**src/rtl/gpu_cmd_pkg.sv**
```systemverilog
// Shared definitions for the CPU-to-GPU command line: opcodes, frame lengths,
// frame-state encoding and the opcode legality check.
package gpu_cmd_pkg;

  localparam logic [15:0] OP_MODE    = 16'h00C0;
  localparam logic [15:0] OP_PUTC    = 16'h00C1;
  localparam logic [15:0] OP_BKSP    = 16'h00C2;
  localparam logic [15:0] OP_SETY    = 16'h00C3;
  localparam logic [15:0] OP_SETX    = 16'h00C4;
  localparam logic [15:0] OP_CLS     = 16'h00C5;
  localparam logic [15:0] OP_NEWLINE = 16'h00C6;

  localparam int IDLE_LEN = 2;
  localparam int CMD_LEN  = 3;

  typedef enum logic [1:0] {
    F_A = 2'd0,
    F_B = 2'd1,
    F_X = 2'd2
  } frame_state_e;

  function automatic logic op_legal(input logic [15:0] op);
    return (op >= OP_MODE) && (op <= OP_NEWLINE);
  endfunction

endpackage

```
**src/rtl/gpu_cmd_fifo.sv**
```systemverilog
// Synchronous request FIFO with occupancy count; pointers wrap modulo DEPTH.
// Only the pointers and count are cleared; stored words are don't-care when empty.
module gpu_cmd_fifo #(
  parameter int DEPTH = 4,
  parameter int WIDTH = 32
) (
  input  logic                     clk,
  input  logic                     clr,
  input  logic                     push,
  input  logic                     pop,
  input  logic [WIDTH-1:0]         wdata,
  output logic [WIDTH-1:0]         rdata,
  output logic                     full,
  output logic                     empty,
  output logic [$clog2(DEPTH):0]   level
);

  localparam int AW = $clog2(DEPTH);

  logic [WIDTH-1:0] mem [DEPTH];
  logic [AW-1:0]    wr_ptr;
  logic [AW-1:0]    rd_ptr;
  logic [AW:0]      count;
  logic             do_push;
  logic             do_pop;

  assign full    = (count == (AW+1)'(DEPTH));
  assign empty   = (count == '0);
  assign level   = count;
  assign rdata   = mem[rd_ptr];
  assign do_push = push && !full;
  assign do_pop  = pop && !empty;

  always_ff @(posedge clk or negedge clr) begin
    if (!clr) begin
      wr_ptr <= '0;
      rd_ptr <= '0;
      count  <= '0;
    end else begin
      if (do_push) wr_ptr <= wr_ptr + 1'b1;
      if (do_pop)  rd_ptr <= rd_ptr + 1'b1;
      case ({do_push, do_pop})
        2'b10:   count <= count + 1'b1;
        2'b01:   count <= count - 1'b1;
        default: count <= count;
      endcase
    end
  end

  always_ff @(posedge clk) begin
    if (do_push) mem[wr_ptr] <= wdata;
  end

endmodule

```
**src/rtl/gpu_cmd_tx.sv**
```systemverilog
// CPU-side GPU command transmitter: buffers (opcode, param) requests and plays
// them onto cpuline as 3-word CMD frames, filling gaps with 2-word IDLE frames.
module gpu_cmd_tx
  import gpu_cmd_pkg::*;
#(
  parameter int FIFO_DEPTH = 4,
  parameter int LW         = 16
) (
  input  logic                          clk,
  input  logic                          clr,
  input  logic                          req_valid,
  output logic                          req_ready,
  input  logic [LW-1:0]                 req_cmd,
  input  logic [LW-1:0]                 req_param,
  output logic [LW-1:0]                 cpuline,
  output logic                          busy,
  output logic [$clog2(FIFO_DEPTH):0]   fifo_level,
  output logic                          err_opcode,
  input  logic                          err_clr
);

  logic            full;
  logic            empty;
  logic            xfer;
  logic            legal;
  logic            push;
  logic            pop;
  logic            frame_end;
  logic            cmd_frame;
  logic [2*LW-1:0] head;
  logic [LW-1:0]   param_p0;
  logic [LW-1:0]   line_nxt;
  frame_state_e    state;
  frame_state_e    state_nxt;

  assign req_ready = !full;
  assign xfer      = req_valid && req_ready;
  assign legal     = op_legal(req_cmd);
  assign push      = xfer && legal;
  // The word after this one starts a new frame, so the head is claimed now.
  assign frame_end = (state == F_X) || ((state == F_B) && !cmd_frame);
  assign pop       = frame_end && !empty;
  assign busy      = !empty || cmd_frame;

  gpu_cmd_fifo #(
    .DEPTH (FIFO_DEPTH),
    .WIDTH (2*LW)
  ) u_fifo (
    .clk   (clk),
    .clr   (clr),
    .push  (push),
    .pop   (pop),
    .wdata ({req_cmd, req_param}),
    .rdata (head),
    .full  (full),
    .empty (empty),
    .level (fifo_level)
  );

  always_comb begin
    state_nxt = F_A;
    line_nxt  = '0;
    unique case (state)
      F_A: begin
        state_nxt = F_B;
        if (cmd_frame) line_nxt = param_p0;
      end
      F_B: begin
        if (cmd_frame)  state_nxt = F_X;
        else if (pop)   line_nxt  = head[2*LW-1:LW];
      end
      F_X: begin
        if (pop) line_nxt = head[2*LW-1:LW];
      end
      default: begin
        state_nxt = F_A;
        line_nxt  = '0;
      end
    endcase
  end

  // Stage p0: frame state, output word and sticky error register
  always_ff @(posedge clk or negedge clr) begin
    if (!clr) begin
      state      <= F_A;
      cmd_frame  <= 1'b0;
      cpuline    <= '0;
      err_opcode <= 1'b0;
    end else begin
      state   <= state_nxt;
      cpuline <= line_nxt;
      if (frame_end) cmd_frame <= !empty;
      if (xfer && !legal) err_opcode <= 1'b1;
      else if (err_clr)   err_opcode <= 1'b0;
    end
  end

  always_ff @(posedge clk) begin
    if (pop) param_p0 <= head[LW-1:0];
  end

endmodule

```
**config.mk**
```make
export PLATFORM = sky130hd
export DESIGN_NAME = gpu_cmd_tx
export DESIGN_NICKNAME = d
export VERILOG_FILES = /design/src/rtl/gpu_cmd_pkg.sv /design/src/rtl/gpu_cmd_fifo.sv /design/src/rtl/gpu_cmd_tx.sv
export SDC_FILE = /design/constraint.sdc
export NUM_CORES = 1
export LEC_CHECK = 0
export ABC_CLOCK_PERIOD_IN_PS = 5000
export CORE_AREA = 10 10 146 148
export CTS_CLUSTER_SIZE = 40
export DETAILED_ROUTE_END_ITERATION = 10
export DIE_AREA = 0 0 156 158
export PLACE_DENSITY_LB_ADDON = 0.05
export SLEW_MARGIN = 20
export SYNTH_ARGS = -nofsm -noshare
export SYNTH_HDL_FRONTEND = slang
export SYNTH_SLANG_ARGS = --single-unit
```
**constraint.sdc**
```tcl
create_clock -name clk -period 5 [get_ports clk]
set_clock_uncertainty 0.05 [all_clocks]
set_input_delay 1.25 -clock clk [delete_from_list [all_inputs] [get_ports clk]]
set_output_delay 1.25 -clock clk [all_outputs]
set_load 0.03 [all_outputs]
```
==> impl_metrics.tcl <==
set metrics [dict create \
    status "complete, no violations" \
    dp_hpwl_um 8310 \
    area_growth_pct 23.3 \
    postPlaceCellArea_mm2 0.00722 \
    cp_top_family "simple AND/OR/NAND/NOR gates" \
    relSlewSlack_pct 35.8 \
    drtAntennaViolNets 0 \
    ctsResizeCount 0 \
    fp-row-count 50 \
    wl_um 13100 \
    final_cells 599 \
    dieWidth_um 156 \
    synthCells 278 \
    path_max_fanout 19 \
    cts_tree "built" \
    die_h_um 158 \
    fmax_mhz 286 \
    grt_max_degree 34 \
    drt_iter0_markers 128 \
    cts-root-buf "clkbuf_16" \
    antenna_found_initial 0 \
    finalSetupTns_ns 0 \
    vias_per_cell 4.74 \
    pwr-share-clk_pct 30.7 \
    net-switching-power_mw 1.15 \
    clkSinkCount 171 \
    worstSetupEndpointType "register" \
    slew_violations 0 \
    synth_area_per_cell_um2 22.7 \
    synthesis.area_mm2 0.00631 \
    cts_buffers 17 \
    total_power_mw 4.12 \
    post-place-ws_ns 1.00 \
    powerDensity_mw_per_mm2 530 \
    start_util_pct 34.2 \
    synth-seq-cells 171 \
    port_buffers 57 \
    multi_input_area_mm2 0.00122 \
    stdcell_area_mm2 0.00778 \
    grtUsageMet1_pct 14.5 \
    final_cell_mix "edfxtp_1, clkdlybuf4s50_1, mux4_2, dfrtp_1, clkbuf_16" \
    fin_nets 394 \
    share_comb_of_total_power_pct 24.3 \
    hold_viol_final 0 \
    antenna-diode-count 0 \
    post-cts-setup-buffer-count 0 \
    drive_gt1_share_pct 21.6 \
    cpPeakStageDelay_ns 0.57 \
    critPathArrivalTime_ns 3.56 \
    utilization_pct 42.2 \
    path_clk_slew_ns 0.06 \
    boundaryPins 58 \
    dp_cells 567 \
    fin_ws_ns 1.50 \
    first_pass_iters 4 \
    worstPathRequired_ns 5.07 \
    first_global_vias 3227 \
    rsz0062_at_grt "no" \
    grt_pass1_wl_um 20300 \
    design.die.area_mm2 0.0246 \
    track_usage_pct 11.4 \
    critPathKind "in2reg" \
    crit_chain "clkdlybuf4s50_1 -> and4bb_2 -> nand4_2 -> nor3_4 -> and2_2 -> buf_4" \
    drv_cap 0 \
    final_common_cell "edfxtp_1" \
    p_int_mw 2.97 \
    path_buf_inv 2 \
    power.leakage_nw 2.63 \
    clkLatencyLatePin_ns 0.42 \
    fin_crit_ns 3.50 \
    finalSetupViolations 0 \
    ys_types 33 \
    syn_nets 320 \
    vdd_drop_max_mv 0.243 \
    sw_frac_of_total_pct 28.0 \
    htreeDepth 4 \
    vias 2837 \
    gp_congestion 0.700 \
    grtUsageMet2_pct 18.3 \
    routedWlPerCell_um 21.9 \
    busiest_layer "met2" \
    crit_slowest_cell "and2_2" \
    cts_hold_buffers 0 \
    timing.hold.ws_ns 0.420 \
    critPathLaunchType "primary input" \
    tightestPinTransition_ns 0.960 \
    yosys_warnings 0 \
    fin_crit_sh_pct 69.9 \
    hp-class "reg2reg" \
    fillers 1614 \
    p_seq_share_pct 45.0 \
    synth_seq_area_share_pct 79.2 \
    core_mm2 0.0185 \
    regArea_mm2 0.00500 \
    grt_use_met3_pct 2.85 \
    drc_errors 0 \
    overflow 0 \
    clk_path_buf_depth 2 \
]
[cell usage after synthesis]
| cell | count | area share [%] |
|---|---|---|
| buf_4 | 2 | 0.24 |
| and2_2 | 4 | 0.48 |
| a22o_1 | 16 | 2.2 |
| mux2_4 | 1 | 0.24 |
| mux4_2 | 32 | 11 |
| nand3_1 | 1 | 0.079 |
| and4bb_2 | 1 | 0.20 |
| edfxtp_1 | 144 | 68 |
| o32ai_2 | 1 | 0.26 |
| or3b_1 | 1 | 0.14 |
| ha_1 | 5 | 0.99 |
| inv_2 | 1 | 0.059 |
| or4_4 | 1 | 0.18 |
| clkbuf_1 | 2 | 0.12 |
| nor2b_1 | 1 | 0.099 |
| nor3_1 | 1 | 0.079 |
| xnor2_1 | 3 | 0.42 |
| fa_1 | 1 | 0.32 |
| or4_1 | 1 | 0.12 |
| nor3_2 | 1 | 0.16 |
| buf_6 | 2 | 0.36 |
| nor3_4 | 1 | 0.26 |
| nor2_1 | 5 | 0.30 |
| buf_2 | 4 | 0.32 |
| o21ai_0 | 1 | 0.079 |
| nand2_1 | 1 | 0.059 |
| mux2i_1 | 1 | 0.16 |
| nor3b_1 | 2 | 0.24 |
| nand4_2 | 1 | 0.20 |
| o22ai_1 | 1 | 0.099 |
| inv_1 | 9 | 0.54 |
| xor2_1 | 3 | 0.42 |
| dfrtp_1 | 27 | 11 |
[worst paths after layout]
kind	start	endpoint	slack, ns	cells after the start
max reg2reg	state[0]$_DFF_PN0_	u_fifo.level[2]$_DFFE_PN0P_	2.24	9
min in group asynchronous	clr	cpuline[4]$_DFF_PN0_	1.10	1
max	req_cmd[10]	u_fifo.mem[3][7]$_DFFE_PP_	1.50	6
min	param_p0[0]$_DFFE_PP_	cpuline[0]$_DFF_PN0_	0.42	1
max in group asynchronous	clr	u_fifo.rd_ptr[0]$_DFFE_PN0P_	3.11	2
min reg2reg	param_p0[0]$_DFFE_PP_	cpuline[0]$_DFF_PN0_	0.42	1
[sequential cells by signal (all words and copies together) (netlist names)]
register	count
u_fifo.wr_ptr	2
u_fifo.mem	128
err_opcode	1
u_fifo.level	3
cpuline	16
param_p0	16
cmd_frame	1
u_fifo.rd_ptr	2
state	2
[kinds of logic (layout without fill, tap and decap cells)]
| logic type | after synthesis | in the layout | synth area share (%) |
|---|---|---|---|
| XOR/XNOR | 6 | 6 | 0.832 |
| flip-flops | 171 | 171 | 79.2 |
| AND/OR/NAND/NOR | 22 | 22 | 2.58 |
| multiplexers | 34 | 34 | 11.8 |
| adder cells (fa/ha/maj) | 6 | 6 | 1.31 |
| AO/OA/AOI/OAI | 19 | 19 | 2.66 |
| buffers and inverters | 20 | 107 | 1.62 |
[power groups by stage]
stage | registers, mW | logic, mW | clock network (mW)
detailed placement | 1.90 | 1.03 | 0
floorplan | 1.92 | 0.632 | 0
finish | 1.86 | 1.00 | 1.27
global placement | 1.89 | 1.03 | 0
CTS | 1.87 | 1.03 | 1.30
global route | 1.88 | 1.09 | 1.36
[worst register-to-register path, cell delays in order (launching register included)]
cell	delay [ns]
dfrtp_1	0.44
nor3b_1	0.27
o32ai_2	0.17
inv_2	0.62
ha_1	0.30
inv_1	0.06
fa_1	0.37
xor2_1	0.15
nor2_1	0.12
xor2_1	0.15
[metal layers]
metal  wire length, um  vias up
met5                 0        -
met4               174        0
met3               459       14
met2              6340       58
met1              6120     1478
li1                  -     1287
[area by class of cell]
type,count,share of cell area [%]
clock buffer,25,6.11
tap,234,3.76
sequential,171,64.3
timing repair buffer,65,8.58
inverter,10,0.482
clock inverter,7,1.17
multi-input combinational,87,15.6
Power figures use the tool's default switching activity.
